===== config.mk =====
export PLATFORM = sky130hd
export DESIGN_NAME = div_sched
export DESIGN_NICKNAME = d
export VERILOG_FILES = /design/src/rtl/div_sched_pkg.sv /design/src/rtl/div_sched_rr_arbiter.sv /design/src/rtl/div_sched.sv
export SDC_FILE = /design/constraint.sdc
export NUM_CORES = 1
export LEC_CHECK = 0
export BUFFER_PORTS_ARGS = -buffer_cell sky130_fd_sc_hd__buf_2
export CORE_AREA = 2 2 181 183
export CTS_CLUSTER_DIAMETER = 50
export DETAILED_ROUTE_END_ITERATION = 8
export DIE_AREA = 0 0 183 185
export GPL_TIMING_DRIVEN = 0
export HOLD_SLACK_MARGIN = 0.03
export SLEW_MARGIN = 5
export SYNTH_ARGS = -nofsm -noshare
export SYNTH_HDL_FRONTEND = slang
export SYNTH_SLANG_ARGS = --single-unit

===== constraint.sdc =====
create_clock -name clk -period 5.95 [get_ports clk]
set_input_delay 0 -clock clk [delete_from_list [all_inputs] [get_ports clk]]
set_output_delay 0 -clock clk [all_outputs]
set_load 0.01 [all_outputs]

===== src/rtl/div_sched_pkg.sv =====
// Shared types and constants for the divider scheduler.
// Operands use sign-magnitude: bit 31 sign, [30:0] magnitude.
package div_sched_pkg;

   typedef enum logic [2:0] {
      S_IDLE   = 3'd0,
      S_ISSUE  = 3'd1,
      S_WAIT   = 3'd2,
      S_SETTLE = 3'd3,
      S_RESP   = 3'd4,
      S_DBZ    = 3'd5
   } sched_state_t;

   localparam logic [30:0] DBZ_MAG    = 31'h7FFF_FFFF;
   localparam int          DIV_SETTLE = 1;

   function automatic logic [31:0] dbz_quot(
      input logic [31:0] dvd,
      input logic [31:0] dvs
   );
      return {dvd[31] ^ dvs[31], DBZ_MAG};
   endfunction

endpackage


===== src/rtl/div_sched_rr_arbiter.sv =====
// Combinational round-robin pick: first set request strictly
// after the last grant, wrapping; the pointer lives in the caller.
module rr_arbiter #(
   parameter  int NREQ = 4,
   localparam int IW   = $clog2(NREQ)
) (
   input  logic [NREQ-1:0] req,
   input  logic [IW-1:0]   last,
   output logic [NREQ-1:0] grant_onehot,
   output logic [IW-1:0]   grant_idx,
   output logic            any
);

   logic          found;
   logic [IW-1:0] idx;

   always_comb begin
      grant_onehot = '0;
      grant_idx    = '0;
      found        = 1'b0;
      idx          = '0;
      for (int i = 1; i <= NREQ; i++) begin
         idx = IW'((int'(last) + i) % NREQ);
         if (!found && req[idx]) begin
            found             = 1'b1;
            grant_idx         = idx;
            grant_onehot[idx] = 1'b1;
         end
      end
   end

   assign any = |req;

endmodule


===== src/rtl/div_sched.sv =====
// Time-shares one iterative divider among NREQ requesters with
// divide-by-zero bypass and a watchdog on the divider's done.
module div_sched
   import div_sched_pkg::*;
#(
   parameter  int NREQ    = 4,
   parameter  int TIMEOUT = 64,
   localparam int IW      = $clog2(NREQ),
   localparam int CW      = $clog2(TIMEOUT) + 1
) (
   input  logic                  clk,
   input  logic                  rst,
   input  logic                  en,
   input  logic [NREQ-1:0]       req_valid,
   output logic [NREQ-1:0]       req_ready,
   input  logic [NREQ-1:0][31:0] req_dividend,
   input  logic [NREQ-1:0][31:0] req_divisor,
   output logic                  rsp_valid,
   output logic [IW-1:0]         rsp_id,
   output logic [31:0]           rsp_quotient,
   output logic [31:0]           rsp_remainder,
   output logic                  rsp_dbz,
   output logic                  rsp_err,
   output logic                  busy,
   output logic                  div_en,
   output logic                  div_start,
   output logic [31:0]           div_dividend,
   output logic [31:0]           div_divisor,
   input  logic [31:0]           div_quotient,
   input  logic [31:0]           div_remainder,
   input  logic                  div_done
);

   sched_state_t  state_q, state_d;
   logic [IW-1:0] last_q, last_d;
   logic [IW-1:0] gid_q, gid_d;
   logic [31:0]   dvd_q, dvd_d;
   logic [31:0]   dvs_q, dvs_d;
   logic [CW-1:0] cnt_q, cnt_d;
   logic [31:0]   quo_q, quo_d;
   logic [31:0]   rem_q, rem_d;
   logic          dbz_q, dbz_d;
   logic          err_q, err_d;

   logic [NREQ-1:0] gnt_oh;
   logic [IW-1:0]   gnt_idx;
   logic            gnt_any;

   rr_arbiter #(.NREQ(NREQ)) u_arb (
      .req          (req_valid),
      .last         (last_q),
      .grant_onehot (gnt_oh),
      .grant_idx    (gnt_idx),
      .any          (gnt_any)
   );

   always_comb begin
      state_d = state_q;
      last_d  = last_q;
      gid_d   = gid_q;
      dvd_d   = dvd_q;
      dvs_d   = dvs_q;
      cnt_d   = cnt_q;
      quo_d   = quo_q;
      rem_d   = rem_q;
      dbz_d   = dbz_q;
      err_d   = err_q;
      if (en) begin
         unique case (state_q)
            S_IDLE: begin
               if (gnt_any) begin
                  last_d  = gnt_idx;
                  gid_d   = gnt_idx;
                  dvd_d   = req_dividend[gnt_idx];
                  dvs_d   = req_divisor[gnt_idx];
                  dbz_d   = 1'b0;
                  err_d   = 1'b0;
                  state_d = (req_divisor[gnt_idx][30:0] == '0)
                          ? S_DBZ : S_ISSUE;
               end
            end
            S_ISSUE: begin
               cnt_d   = '0;
               state_d = S_WAIT;
            end
            S_WAIT: begin
               if (div_done) begin
                  state_d = S_SETTLE;
               end else if (cnt_q == CW'(TIMEOUT - 1)) begin
                  state_d = S_RESP;
                  err_d   = 1'b1;
                  quo_d   = '0;
                  rem_d   = '0;
               end else begin
                  cnt_d = cnt_q + CW'(1);
               end
            end
            // Divider results are registered on its done edge.
            S_SETTLE: begin
               quo_d   = div_quotient;
               rem_d   = div_remainder;
               state_d = S_RESP;
            end
            S_DBZ: begin
               quo_d   = dbz_quot(dvd_q, dvs_q);
               rem_d   = '0;
               dbz_d   = 1'b1;
               state_d = S_RESP;
            end
            S_RESP:  state_d = S_IDLE;
            default: state_d = S_IDLE;
         endcase
      end
   end

   always_ff @(posedge clk or posedge rst) begin
      if (rst) begin
         state_q <= S_IDLE;
         last_q  <= IW'(NREQ - 1);
         gid_q   <= '0;
         dvd_q   <= '0;
         dvs_q   <= '0;
         cnt_q   <= '0;
         quo_q   <= '0;
         rem_q   <= '0;
         dbz_q   <= 1'b0;
         err_q   <= 1'b0;
      end else begin
         state_q <= state_d;
         last_q  <= last_d;
         gid_q   <= gid_d;
         dvd_q   <= dvd_d;
         dvs_q   <= dvs_d;
         cnt_q   <= cnt_d;
         quo_q   <= quo_d;
         rem_q   <= rem_d;
         dbz_q   <= dbz_d;
         err_q   <= err_d;
      end
   end

   assign req_ready = (en && !rst && state_q == S_IDLE)
                    ? gnt_oh : '0;

   assign rsp_valid     = en && (state_q == S_RESP);
   assign rsp_id        = gid_q;
   assign rsp_quotient  = quo_q;
   assign rsp_remainder = rem_q;
   assign rsp_dbz       = dbz_q;
   assign rsp_err       = err_q;
   assign busy          = (state_q != S_IDLE);
   assign div_en        = en;
   assign div_start     = en && (state_q == S_ISSUE);
   assign div_dividend  = dvd_q;
   assign div_divisor   = dvs_q;

endmodule

Word-level counts from Yosys, hierarchy flattened. Index checks and enable logic that the tools add are counted.

Equal/unequal tests: 11. Reduce and logical (&&, ||, !) cells: 30. $add $sub $neg: 5. Bitwise gates (word level): 4. Order comparisons: 9. Muxes and demuxes: 49.

Operators by type and width (number): $pmux 32 s3 (2); $bmux 32 s2 (2); $mux 32 (4); $logic_not 31->1 (1); $mux 4 (5); $lt 2x3->1 const B (5); $mux 1 (14); $mux 7 (2); $pmux 7 s2 (1); $mux 3 (4); $or 4x4->4 (3); $pmux 3 s4 (1); $logic_and 1x1->1 (11); $reduce_and 3->1 (3); $bmux 1 s2 (4); $demux 1 s2 (4); $ge 2x1->1 const B (4); $mux 2 (4); $ne 2x2->1 const B (4); $reduce_and 4->1 (2); $add 7x1->7 const B (1); $eq 7x6->1 const B (1); $eq 3x2->1 const B (2); $eq 3x3->1 const B (2); 13 further kinds (22).

Input bits: 328. Register bits: 144. Output and inout bits: 140. Word-level logic and storage cells: 118.

Logic depth before layout (Yosys ltp). Gate-level depths: netlist of the first run.

Word-level depth: 19. Mapped depth: 16. Depth with buffers taken out: 10.

Cells and area by module. Synthesis of the first run repeated with hierarchy kept, for this count alone.

Cells, all modules: 668. Area total of the unflattened synthesis: 8254.2 µm².

Modules (own cells, without submodules): div_sched (seq. area each 3606.0 µm², instances 1, cells an instance 598, area each 7713.6 µm²); rr_arbiter (seq. area each 0.0 µm², instances 1, cells an instance 70, area each 540.5 µm²).

Worst setup path after synthesis of the first run. OpenSTA, ideal clock, no wires.

Kind: reg-to-reg. Start point: register last_q[1]. End point: register state_q[2]. Slack: 1.898 ns. Cell stages (with the launch flop): 15. Setup time: 0.076 ns. Required time: 5.874 ns. Arrival: 3.975 ns. Clock period less this slack: 4.052 ns. Buffers on the path: 4. Cells stage by stage: dfstp_2 > buf_2 > inv_1 > ha_1 > buf_4 > or3b_2 > a32o_1 > o221a_1 > buf_2 > a21oi_4 > buf_6 > mux4_1 > or4_1 > or4_1 > o21ai_1.

Longest elaborated chain between the ends: 19. Elaborated cells between the ends (all ways): 31. Those cells by class: 4 x add/sub; 20 x mux; 7 x reduce/logical.

Ends and longest elaborated chain: from (decl) (RTL line div_sched.sv:35) `logic [IW-1:0] last_q, last_d;`; from (signal assigned) (RTL line div_sched.sv:119) `last_q <= IW'(NREQ - 1);`; from (signal assigned) (RTL line div_sched.sv:130) `last_q <= last_d;`; $add 2x1->2 (RTL line div_sched_rr_arbiter.sv:23) `idx = IW'((int'(last) + i) % NREQ);`; $bmux 1 s2 (RTL line div_sched_rr_arbiter.sv:24) `if (!found && req[idx]) begin`; $mux 1 (not written as such) (RTL line div_sched_rr_arbiter.sv:24); $mux 1 (RTL line div_sched_rr_arbiter.sv:24); $logic_not 1->1 (RTL line div_sched_rr_arbiter.sv:24); $logic_and 1x1->1 (RTL line div_sched_rr_arbiter.sv:24); $mux 1 (RTL line div_sched_rr_arbiter.sv:24); $logic_not 1->1 (RTL line div_sched_rr_arbiter.sv:24); [... 3 more ...]; $logic_and 1x1->1 (RTL line div_sched_rr_arbiter.sv:24); $mux 2 * (RTL line div_sched_rr_arbiter.sv:24); $bmux 32 s2 * (RTL line div_sched.sv:78) `state_d = (req_divisor[gnt_idx][30:0] == '0)`; $mux 32 (not written as such) * (RTL line div_sched.sv:78); $logic_not 31->1 * (RTL line div_sched.sv:78); $mux 3 * (RTL line div_sched.sv:79) `? S_DBZ : S_ISSUE;`; $mux 3 * (RTL line div_sched.sv:71) `if (gnt_any) begin`; $pmux 3 s4 * (RTL line div_sched.sv:69) `unique case (state_q)`; to (signal assigned) (RTL line div_sched.sv:129) `state_q <= state_d;`; to (decl) (RTL line div_sched.sv:34) `sched_state_t state_q, state_d;`.

Mark *: on every way between the ends. The rest lies on a longest branch, timed or not. The select of a mux whose other input is x is not followed. A chain may end at the register's enable or synchronous reset.

Worst setup path after layout of the first run.
Start point: register last_q[1]. End point: register dvd_q[3] (netlist: div_dividend[3]).

Longest elaborated chain between the ends: 15. Elaborated cells between the ends (all ways): 27. Those cells by class: 4 x add/sub; 17 x mux; 6 x reduce/logical.

Ends and longest elaborated chain: $add 2x1->2 (RTL line div_sched_rr_arbiter.sv:23); $bmux 1 s2 (RTL line div_sched_rr_arbiter.sv:24); $mux 1 (not written as such) (RTL line div_sched_rr_arbiter.sv:24); $mux 1 (RTL line div_sched_rr_arbiter.sv:24); $logic_not 1->1 (RTL line div_sched_rr_arbiter.sv:24); $logic_and 1x1->1 (RTL line div_sched_rr_arbiter.sv:24); $mux 1 (RTL line div_sched_rr_arbiter.sv:24); $logic_not 1->1 (RTL line div_sched_rr_arbiter.sv:24); $logic_and 1x1->1 (RTL line div_sched_rr_arbiter.sv:24); $mux 1 (RTL line div_sched_rr_arbiter.sv:24); $logic_not 1->1 (RTL line div_sched_rr_arbiter.sv:24); $logic_and 1x1->1 (RTL line div_sched_rr_arbiter.sv:24); $mux 2 * (RTL line div_sched_rr_arbiter.sv:24); $bmux 32 s2 * (RTL line div_sched.sv:74) `dvd_d = req_dividend[gnt_idx];`; $mux 32 (not written as such) * (RTL line div_sched.sv:74); to (signal assigned) (RTL line div_sched.sv:132) `dvd_q <= dvd_d;`; to (decl) (RTL line div_sched.sv:37) `logic [31:0] dvd_q, dvd_d;`.

Marks and branches as above.

==> results of run 1 <==
worst max-delay path, cell delays in order, from the launching register on:
cell and delay [ns]:
dfstp_2 0.59, buf_2 0.24, inv_1 0.16, ha_1 0.30, buf_4 0.16, or3b_2 0.43
a32o_1 0.21, o221a_1 0.24, buf_2 0.18, a21oi_4 0.33, buf_6 0.20, buf_4 0.23
clkbuf_1 0.53, nand2_1 0.11, and3_1 0.20, dlygate4sd3_1 0.58, o31ai_1 0.25, dlygate4sd3_1 0.59
cell type report:
cell class,count,area (um^2),share of cell area (%)
Buffer,86,377,2.73
Multi-Input combinational cell,769,4480,32.5
Clock inverter,14,120,0.871
Clock buffer,18,439,3.18
Tap cell,408,510,3.70
Inverter,29,116,0.844
Sequential cell,144,3610,26.1
Timing Repair Buffer,644,4130,29.9
Antenna cell,7,17.5,0.127
kinds of logic after synthesis:
| logic type | after synthesis |
|---|---|
| simple gates | 508 |
| compound gates | 203 |
| flops | 144 |
| buf+inv | 115 |
| mux | 50 |
| fa+ha+maj | 7 |
| xor+xnor | 1 |
final timing paths:
kind | slack (ns) | to | from
max | 0.34 | div_dividend[3] | last_q[1]
min | 0.05 | div_divisor[6] | req_divisor[38]
max reg2reg | 0.34 | div_dividend[3] | last_q[1]
min reg2reg | 0.47 | rsp_remainder[30] | rsp_remainder[30]
max in group asynchronous | 4.96 | last_q[1] | rst
min in group asynchronous | 0.15 | rsp_remainder[17] | rst
through the flow:
step	hold WS, ns	cell area, um^2
2_1_floorplan	0.0918	8570
3_3_place_gp	0.225	11400
3_5_place_dp	0.0666	11400
4_1_cts	0.0300	13800
5_1_grt	0.0361	13800
6_report	0.0500	13800
where the power goes:
part	total (W)	switching, W	internal [W]
clock	0.00106	0.000504	0.000561
sequential	0.00166	0.000261	0.00140
combinational	0.00497	0.00277	0.00220
cells in the mapped netlist, drive strengths merged (3+ instances only):
library cell	n	area (um^2)
nand2	317	1190
dfrtp	142	3550
and3	80	500
clkbuf	58	218
o21ai	53	265
a21oi	40	211
nand3	40	200
o31ai	39	293
inv	29	109
buf	28	154
nor2	28	105
a211oi	24	180
mux2i	20	200
mux4	18	428
a21o	13	97.6
nor4	13	81.3
mux2	12	135
a221oi	7	61.3
ha	7	87.6
nor3	6	30.0
o211ai	6	45.0
or4	5	37.5
a22oi	4	30.0
nand2b	4	25.0
or3b	4	35.0
a31oi	3	18.8
nor2b	3	18.8
registers in the layout, summed over array words and instances (netlist names):
register	cells
div_dividend	32
rsp_dbz	1
rsp_quotient	32
rsp_err	1
div_divisor	32
last_q	2
state_q	3
rsp_id	2
rsp_remainder	32
cnt_q	7
per-layer routing:
layer / global-route usage [%] / wire length, um / up-vias
met1: 27.5 / 16500 / 4979
met3: 5.29 / 2710 / 51
met5: 0 / 23 / -
met2: 39.3 / 19500 / 450
li1: - / - / 4938
met4: 6.69 / 978 / 4
timing repair:
item	in CTS	in global routing
hold endpoints to repair	166	0
gates resized for setup	0	5
endpoints found under the setup margin	0	18
hold buffers	176	0
==> impl_metrics.json, run 1 <==
{
  "post_cts_buffers": 0,
  "required_ns": 6.30,
  "synthArstFlopShare_pct": 100,
  "die_area_um2": 33900,
  "fin_nets": 2026,
  "ys.flop_type": "dfrtp_1",
  "synth.yosys.seq_area_share_pct": 42.1,
  "antenna_found_initial": 9,
  "maxCapViolations": 0,
  "placed_cells": 1904,
  "finalHoldViolations": 0,
  "clockBufferDepth": 2,
  "cts_buffers": 17,
  "die_y_um": 185,
  "hold_class": "primary input to flop",
  "fin_crit_sh_pct": 94.3,
  "grt-ovfl-total": 0,
  "synth_edf_count": 0,
  "io_pins": 468,
  "synth_adder_area_share_pct": 1.02,
  "synth_compound_area_share_pct": 15.7,
  "globalRouteTotalUtil_pct": 22.5,
  "nFillCells": 3236,
  "pre_cts_slack_ns": 1.15,
  "status": "finished, final reports clean",
  "synth_area_um2": 8570,
  "fp-row-count": 66,
  "whs_path_depth": 3,
  "cts_sinks": 144,
  "finalCriticalPeriod_ns": 5.61,
  "synth_top_family_by_area": "simple AND/OR/NAND/NOR gates",
  "wl_per_cell_um": 18.8,
  "drc_errors": 0,
  "clkSlewWorstSetupHoldPaths_ns": 0.08,
  "setup_ws_ns": 0.336,
  "totalWireLength_um": 39800,
  "io_buffer_count": 467,
  "grt_pass1_wl_um": 57800,
  "final_util_pct": 43.0,
  "die_w_um": 183,
  "vias_per_cell": 4.92,
  "vias": 10422,
  "htree_levels": 4,
  "syn_nets": 1363,
  "ant_nets": 0,
  "crit_type": "flop to flop",
  "drtIter0Drc": 449,
  "gp_congestion": 0.865,
  "p_leak_nw": 7.28,
  "ys_warn_count": 0,
  "start_util_pct": 26.7,
  "clkLatencyLatePin_ns": 0.43,
  "r2r_cells": 17,
  "avgSynthCellArea_um2": 8.33,
  "power.density_nw_per_um2": 558,
  "ys_seq_elements": 144,
  "finalPower_w": 0.00769,
  "crit_path_end_kind": "flop",
  "skew_ns": 0.0221,
  "fmax_mhz": 178,
  "setup_violations": 0,
  "critPathMaxFanout": 10,
  "core_area_um2": 32000,
  "yosys.area_share.simple_pct": 26.6,
  "cp_data_arrival_time_ns": 5.96,
  "cp-start-kind": "flop",
  "drive_above_1_share_pct": 32.5,
  "layout_common_cells": "buf_2 (476), nand2_1 (317), dlygate4sd3_1 (176), dfrtp_1 (142), and3_1 (80)",
  "rsz0062_at_grt": "no",
  "synth-xor-area-share_pct": 0.102,
  "grt_max_degree": 87,
  "dpl.hpwl_um": 30400,
  "synthMuxAreaShare_pct": 8.91,
  "dr.pass1.iters": 5,
  "slew_violations": 0,
  "irDropWorstVdd_uv": 255,
  "slew_headroom_pct": 36.0,
  "syn_to_final_growth_pct": 61.0,
  "postSynthCellCount": 1028,
  "cts_root_buffer": "clkbuf_16",
  "worst_slew_pin_slew_ns": 0.953,
  "final_cell_count_no_fill": 2119,
  "cts_tree": "done",
  "final_common_cell": "buf_2",
  "grt_pass1_vias": 10056,
  "finalSetupTns_ns": 0,
  "ys_types": 52
}
Power figures use the tool's default switching activity.
==> run 2, diff against run 1 <==
--- a/config.mk
+++ b/config.mk
@@ -6,10 +6,11 @@
 export NUM_CORES = 1
 export LEC_CHECK = 0
 export BUFFER_PORTS_ARGS = -buffer_cell sky130_fd_sc_hd__buf_2
-export CORE_AREA = 2 2 181 183
+export CORE_AREA = 2 2 179 181
+export CTS_BUF_LIST = sky130_fd_sc_hd__clkbuf_8
 export CTS_CLUSTER_DIAMETER = 50
 export DETAILED_ROUTE_END_ITERATION = 8
-export DIE_AREA = 0 0 183 185
+export DIE_AREA = 0 0 181 183
 export GPL_TIMING_DRIVEN = 0
 export HOLD_SLACK_MARGIN = 0.03
 export SLEW_MARGIN = 5
==> constraint.sdc (replaced) <==
create_clock -name clk -period 5.95 [get_ports clk]
set_input_delay 0.2975 -clock clk [delete_from_list [all_inputs] [get_ports clk]]
set_output_delay 0.2975 -clock clk [all_outputs]
set_load 0.01 [all_outputs]
==> impl_metrics.json, run 2 (synthesized netlist as in run 1, its figures left out) <==
{
  "status": "finished, final reports clean",
  "clkLatencyLatePin_ns": 0.46,
  "worst_slew_pin_slew_ns": 0.947,
  "p_leak_nw": 6.50,
  "fmax_mhz": 204,
  "fp-row-count": 65,
  "skew_ns": 0.0209,
  "grt_max_degree": 82,
  "dpl-instance-area_um2": 11400,
  "p_sw_w": 0.00340,
  "gp_congestion": 0.912,
  "final_common_cell": "buf_2",
  "crit_path_cell_trace": "buf_2 > inv_1 > ha_1 > buf_4 > buf_4 > nor2b_1 > o211ai_1 > a311oi_4 > a21o_1 > clkbuf_1 > buf_2 > buf_1 > nand2_1 > and3_1 > o31ai_1",
  "cp_data_arrival_time_ns": 5.26,
  "die_y_um": 183,
  "cp-start-kind": "flop",
  "maxCapViolations": 0,
  "drc_errors": 0,
  "setup_ws_ns": 1.04,
  "wl_per_cell_um": 19.8,
  "final_util_pct": 38.6,
  "clkSlewWorstSetupHoldPaths_ns": 0.10,
  "r2r_slack_ns": 1.04,
  "totalWireLength_um": 38700,
  "finalCriticalPeriod_ns": 4.91,
  "layout_common_cells": "buf_2 (476), nand2_1 (317), dfrtp_1 (142), and3_1 (80), clkbuf_1 (58)",
  "nFillCells": 3346,
  "grt_pass1_vias": 9323,
  "swShare_pct": 49.3,
  "hold_class": "primary input to flop",
  "power.density_nw_per_um2": 571,
  "drtIter0Drc": 500,
  "io_pins": 468,
  "grt-ovfl-total": 0,
  "crit_path_end_kind": "flop",
  "finalInstanceArea_um2": 12100,
  "p_seq_share_pct": 24.1,
  "finalSetupTns_ns": 0,
  "vias_per_cell": 4.97,
  "rsz0062_at_grt": "no",
  "drive_above_1_share_pct": 35.6,
  "cts_sinks": 144,
  "io_buffer_count": 467,
  "vias": 9707,
  "cts_root_buffer": "clkbuf_8",
  "start_util_pct": 27.4,
  "slowest_stage": "buf_1",
  "setup_violations": 0,
  "fin_crit_sh_pct": 82.6,
  "finalHoldViolations": 0,
  "grt_pass1_wl_um": 56200,
  "globalRouteTotalUtil_pct": 22.4,
  "antenna_found_initial": 12,
  "slew_headroom_pct": 36.4,
  "crit_type": "flop to flop",
  "clockBufferDepth": 2,
  "p_int_w": 0.00349,
  "cts_tree": "done",
  "syn_to_final_growth_pct": 40.9,
  "slew_violations": 0,
  "critPathMaxFanout": 10,
  "die_w_um": 181,
  "required_ns": 6.30,
  "p_clk_share_pct": 13.3,
  "irDropWorstVdd_uv": 270,
  "area.sequential_um2": 3610,
  "combPwrFrac_pct": 62.6,
  "cts-resized-gates": 0,
  "fin_nets": 1865,
  "core_area_um2": 31200,
  "htree_levels": 4,
  "dpl.hpwl_um": 31100,
  "die_area_um2": 33100,
  "dr.pass1.iters": 5,
  "pre_cts_slack_ns": 1.07,
  "ant_nets": 0,
  "cts_buffers": 17,
  "critPathMaxStageDelay_ns": 0.66,
  "whs_ns": 0.0697,
  "multi_input_area_um2": 4480
}
==> run 2: cell count changes in the layout (fill, tap and decap cells not counted), sizes merged <==
cell | before | now
buf | 493 | 496
clkinvlp | 3 | 1
dlygate4sd3 | 176 | 15
clkbuf | 79 | 75
bufinv | 0 | 3
diode | 7 | 10
clkinv | 3 | 2
inv | 37 | 38
==> run 2: worst paths after layout <==
check | start | end | cells past startpoint
setup / recovery | last_q[1] | div_dividend[31] | 15
hold / removal | div_remainder[23] | rsp_remainder[23] | 3
setup reg to reg | last_q[1] | div_dividend[31] | 15
hold reg to reg | rsp_remainder[18] | rsp_remainder[18] | 2
max in group asynchronous | rst | last_q[1] | 4
min in group asynchronous | rst | rsp_remainder[31] | 3
==> run 2: timing repair <==
| item | CTS | global route |
|---|---|---|
| endpoints found under the hold margin | 78 | 0 |
| setup buffers | 0 | 0 |
| hold buffers | 15 | 0 |
==> run 2: per-layer routing <==
| metal | GRT usage (%) | share of wire, % | vias to the layer above | routed length (um) |
|---|---|---|---|---|
| li1 | - | - | 4612 | - |
| met1 | 27.3 | 40 | 4644 | 15600 |
| met2 | 39.0 | 50 | 415 | 19500 |
| met3 | 4.98 | 7.1 | 34 | 2750 |
| met4 | 7.61 | 2.0 | 2 | 782 |
| met5 | 0 | 0.044 | - | 17 |
==> run 2: worst max-delay path, delay by kind of cell, from the launching register on <==
kind,cells,cell delay [ns]
buffers and inverters,7,2.09
AOI/OAI and AO/OA,4,1.18
and+or+nand+nor,3,0.61
DFF,1,0.60
adders and majority gates,1,0.31
==> run 2: area by class of cell <==
cell class                      count  area share (%)
Antenna cell                       10           0.207
Buffer                             86            3.08
Clock buffer                       17            1.94
Clock inverter                     15            1.79
Inverter                           29           0.964
Multi-Input combinational cell    769            37.1
Sequential cell                   144            29.9
Tap cell                          402            4.17
Timing Repair Buffer              483            20.8
==> run 2: power groups by stage <==
| stage | registers, W | clock network (W) | logic [W] |
|---|---|---|---|
| after floorplan | 0.00180 | 0 | 0.00258 |
| after global routing | 0.00171 | 0.000978 | 0.00474 |
| after global placement | 0.00167 | 0 | 0.00428 |
| after detailed placement | 0.00168 | 0 | 0.00432 |
| after CTS | 0.00166 | 0.000951 | 0.00434 |
| final | 0.00166 | 0.000916 | 0.00431 |
==> run 2: stage by stage <==
stage / total power (W) / instances
2_1_floorplan: 0.00438 / 1028
3_3_place_gp: 0.00596 / 1897
3_5_place_dp: 0.00600 / 1898
4_1_cts: 0.00695 / 1945
5_1_grt: 0.00742 / 1952
6_report: 0.00688 / 1955
==> run 3, diff against run 2 <==
--- a/config.mk
+++ b/config.mk
@@ -6,11 +6,11 @@
 export NUM_CORES = 1
 export LEC_CHECK = 0
 export BUFFER_PORTS_ARGS = -buffer_cell sky130_fd_sc_hd__buf_2
-export CORE_AREA = 2 2 179 181
+export CORE_AREA = 2 2 180 182
 export CTS_BUF_LIST = sky130_fd_sc_hd__clkbuf_8
 export CTS_CLUSTER_DIAMETER = 50
 export DETAILED_ROUTE_END_ITERATION = 8
-export DIE_AREA = 0 0 181 183
+export DIE_AREA = 0 0 182 184
 export GPL_TIMING_DRIVEN = 0
 export HOLD_SLACK_MARGIN = 0.03
 export SLEW_MARGIN = 5
==> constraint.sdc (replaced) <==
create_clock -name clk -period 4.9 [get_ports clk]
set_input_delay 0.245 -clock clk [delete_from_list [all_inputs] [get_ports clk]]
set_output_delay 0.245 -clock clk [all_outputs]
set_load 0.01 [all_outputs]
==> impl_metrics.json, run 3 (synthesized netlist as in run 1, its figures left out) <==
{
  "vias": 9777,
  "finalSetupTns_ns": 0,
  "hold_class": "primary input to flop",
  "crit_type": "flop to flop",
  "cts_buffers": 17,
  "antenna_found_initial": 11,
  "status": "finished, final reports clean",
  "clkLatencyLatePin_ns": 0.46,
  "start_util_pct": 27.3,
  "slew_headroom_pct": 41.9,
  "power.density_nw_per_um2": 674,
  "clockBufferDepth": 2,
  "r2r_cells": 14,
  "cp.buffers_inverters": 5,
  "setup_ws_ns": 0.181,
  "finalHoldViolations": 0,
  "finalPower_w": 0.00828,
  "core_area_um2": 31400,
  "gp_congestion": 0.890,
  "cp_data_arrival_time_ns": 5.08,
  "r2r_slack_ns": 0.18,
  "grt_pass1_vias": 9591,
  "fp-row-count": 65,
  "fin_crit_sh_pct": 96.3,
  "syn_to_final_growth_pct": 43.4,
  "final_common_cell": "buf_2",
  "cts_root_buffer": "clkbuf_8",
  "crit_path_end_kind": "flop",
  "p_leak_nw": 6.59,
  "cp_top_family": "simple AND/OR/NAND/NOR gates",
  "dr.pass1.iters": 5,
  "globalRouteTotalUtil_pct": 22.1,
  "pre_cts_slack_ns": 0.0966,
  "finalCriticalPeriod_ns": 4.72,
  "setup_violations": 0,
  "grt-ovfl-total": 0,
  "cp-startpoint": "last_q[1]",
  "ant_nets": 0,
  "io_pins": 468,
  "layout_common_cells": "buf_2 (476), nand2_1 (317), dfrtp_1 (142), and3_1 (80), clkbuf_1 (58)",
  "cts_tree": "done",
  "io_buffer_count": 467,
  "fmax_mhz": 212,
  "vias_per_cell": 4.94,
  "hold-path-endpoint": "rsp_quotient[4]",
  "dpl.hpwl_um": 30700,
  "drtIter0Drc": 542,
  "min_from": "div_quotient[4]",
  "wl_per_cell_um": 19.4,
  "grt_pass1_wl_um": 56000,
  "rr_startpoint": "last_q[1]",
  "finalInstanceArea_um2": 12300,
  "die_area_um2": 33500,
  "r2r-end": "state_q[2]",
  "maxCapViolations": 0,
  "htree_levels": 4,
  "grt_max_degree": 92,
  "crit_path_cell_trace": "buf_2 > inv_1 > ha_1 > buf_4 > or3b_2 > a32o_1 > o221a_1 > buf_2 > a21oi_4 > buf_6 > mux4_1 > or4_1 > or4_1 > o21ai_1",
  "skew_ns": 0.0216,
  "rsz0062_at_grt": "no",
  "final_util_pct": 39.1,
  "cp-start-kind": "flop",
  "totalWireLength_um": 38400,
  "die_y_um": 184,
  "critPathMaxFanout": 10,
  "worst_slew_pin_slew_ns": 0.848,
  "slew_violations": 0,
  "slowest_stage": "dfstp_2",
  "fin_nets": 1892,
  "drive_above_1_share_pct": 35.2,
  "cts_sinks": 144,
  "dpl-instance-area_um2": 11400,
  "irDropWorstVdd_uv": 310,
  "die_w_um": 182,
  "required_ns": 5.26,
  "nFillCells": 3300,
  "drc_errors": 0,
  "whs_path_depth": 3,
  "critPathMaxStageDelay_ns": 0.61,
  "clkSlewWorstSetupHoldPaths_ns": 0.09
}
-- run 3: changes by cell type in the layout (fill, tap and decap cells not counted) --
cell,delta
clkinvlp_4,+1
clkinv_4,+1
inv_8,-1
bufinv_16,-2
clkbuf_2,+1
clkbuf_8,+1
buf_1,-1
diode_2,-4
dlygate4sd3_1,+25
buf_4,+2
-- run 3: worst max path at each step --
stage	endpoint	slack [ns]	cells past startpoint
2_1_floorplan	req_ready[0]	0.53	3
3_3_place_gp	req_ready[1]	-1.33	5
3_5_place_dp	div_dividend[31]	0.1	14
4_1_cts	div_dividend[31]	0.08	14
5_1_grt	div_dividend[4]	0.02	15
6_report	state_q[2]	0.18	14
-- run 3: tightest hold or removal path, delay by kind of cell --
kind,cells,cell delay (ns)
buf+inv,1,0.08
compound gates,2,0.17
-- run 3: area by class of cell --
type	instances	area, um^2	share of cell area (%)
antenna	6	15.0	0.122
buffer	86	373	3.04
clock buffer	18	248	2.02
clock inverter	14	161	1.31
inverter	29	116	0.947
multi-input combinational	769	4480	36.5
sequential	144	3610	29.4
tap	402	503	4.09
timing repair buffer	510	2780	22.6
-- run 3: repair_timing --
item                       in CTS  in global routing
setup endpoints to repair       0                 10
hold buffers                   40                  0
buffers inserted                0                  2
hold endpoints to repair       93                  0
resized for setup               0                  1
-- run 3: power breakdown --
group | leakage (nW) | total, W | switching [W] | internal [W]
clock network | 0.203 | 0.00101 | 0.000564 | 0.000443
logic | 4.52 | 0.00527 | 0.00322 | 0.00205
registers | 1.87 | 0.00200 | 0.000310 | 0.00169
total | 6.59 | 0.00828 | 0.00409 | 0.00418
-- run 3: layer usage --
layer	routed length, um	global-route usage (%)	vias up
li1	-	-	4660
met1	15300	25.6	4626
met2	19500	39.8	435
met3	2750	5.53	46
met4	767	7.16	10
met5	67	0	-
-- run 3: metrics by stage --
step	cells	hold WS [ns]
after floorplan	1028	0.378
after global placement	1897	0.446
final	1978	0.0792
after CTS	1970	0.0303
after global routing	1976	0.0353
after detailed placement	1898	0.293
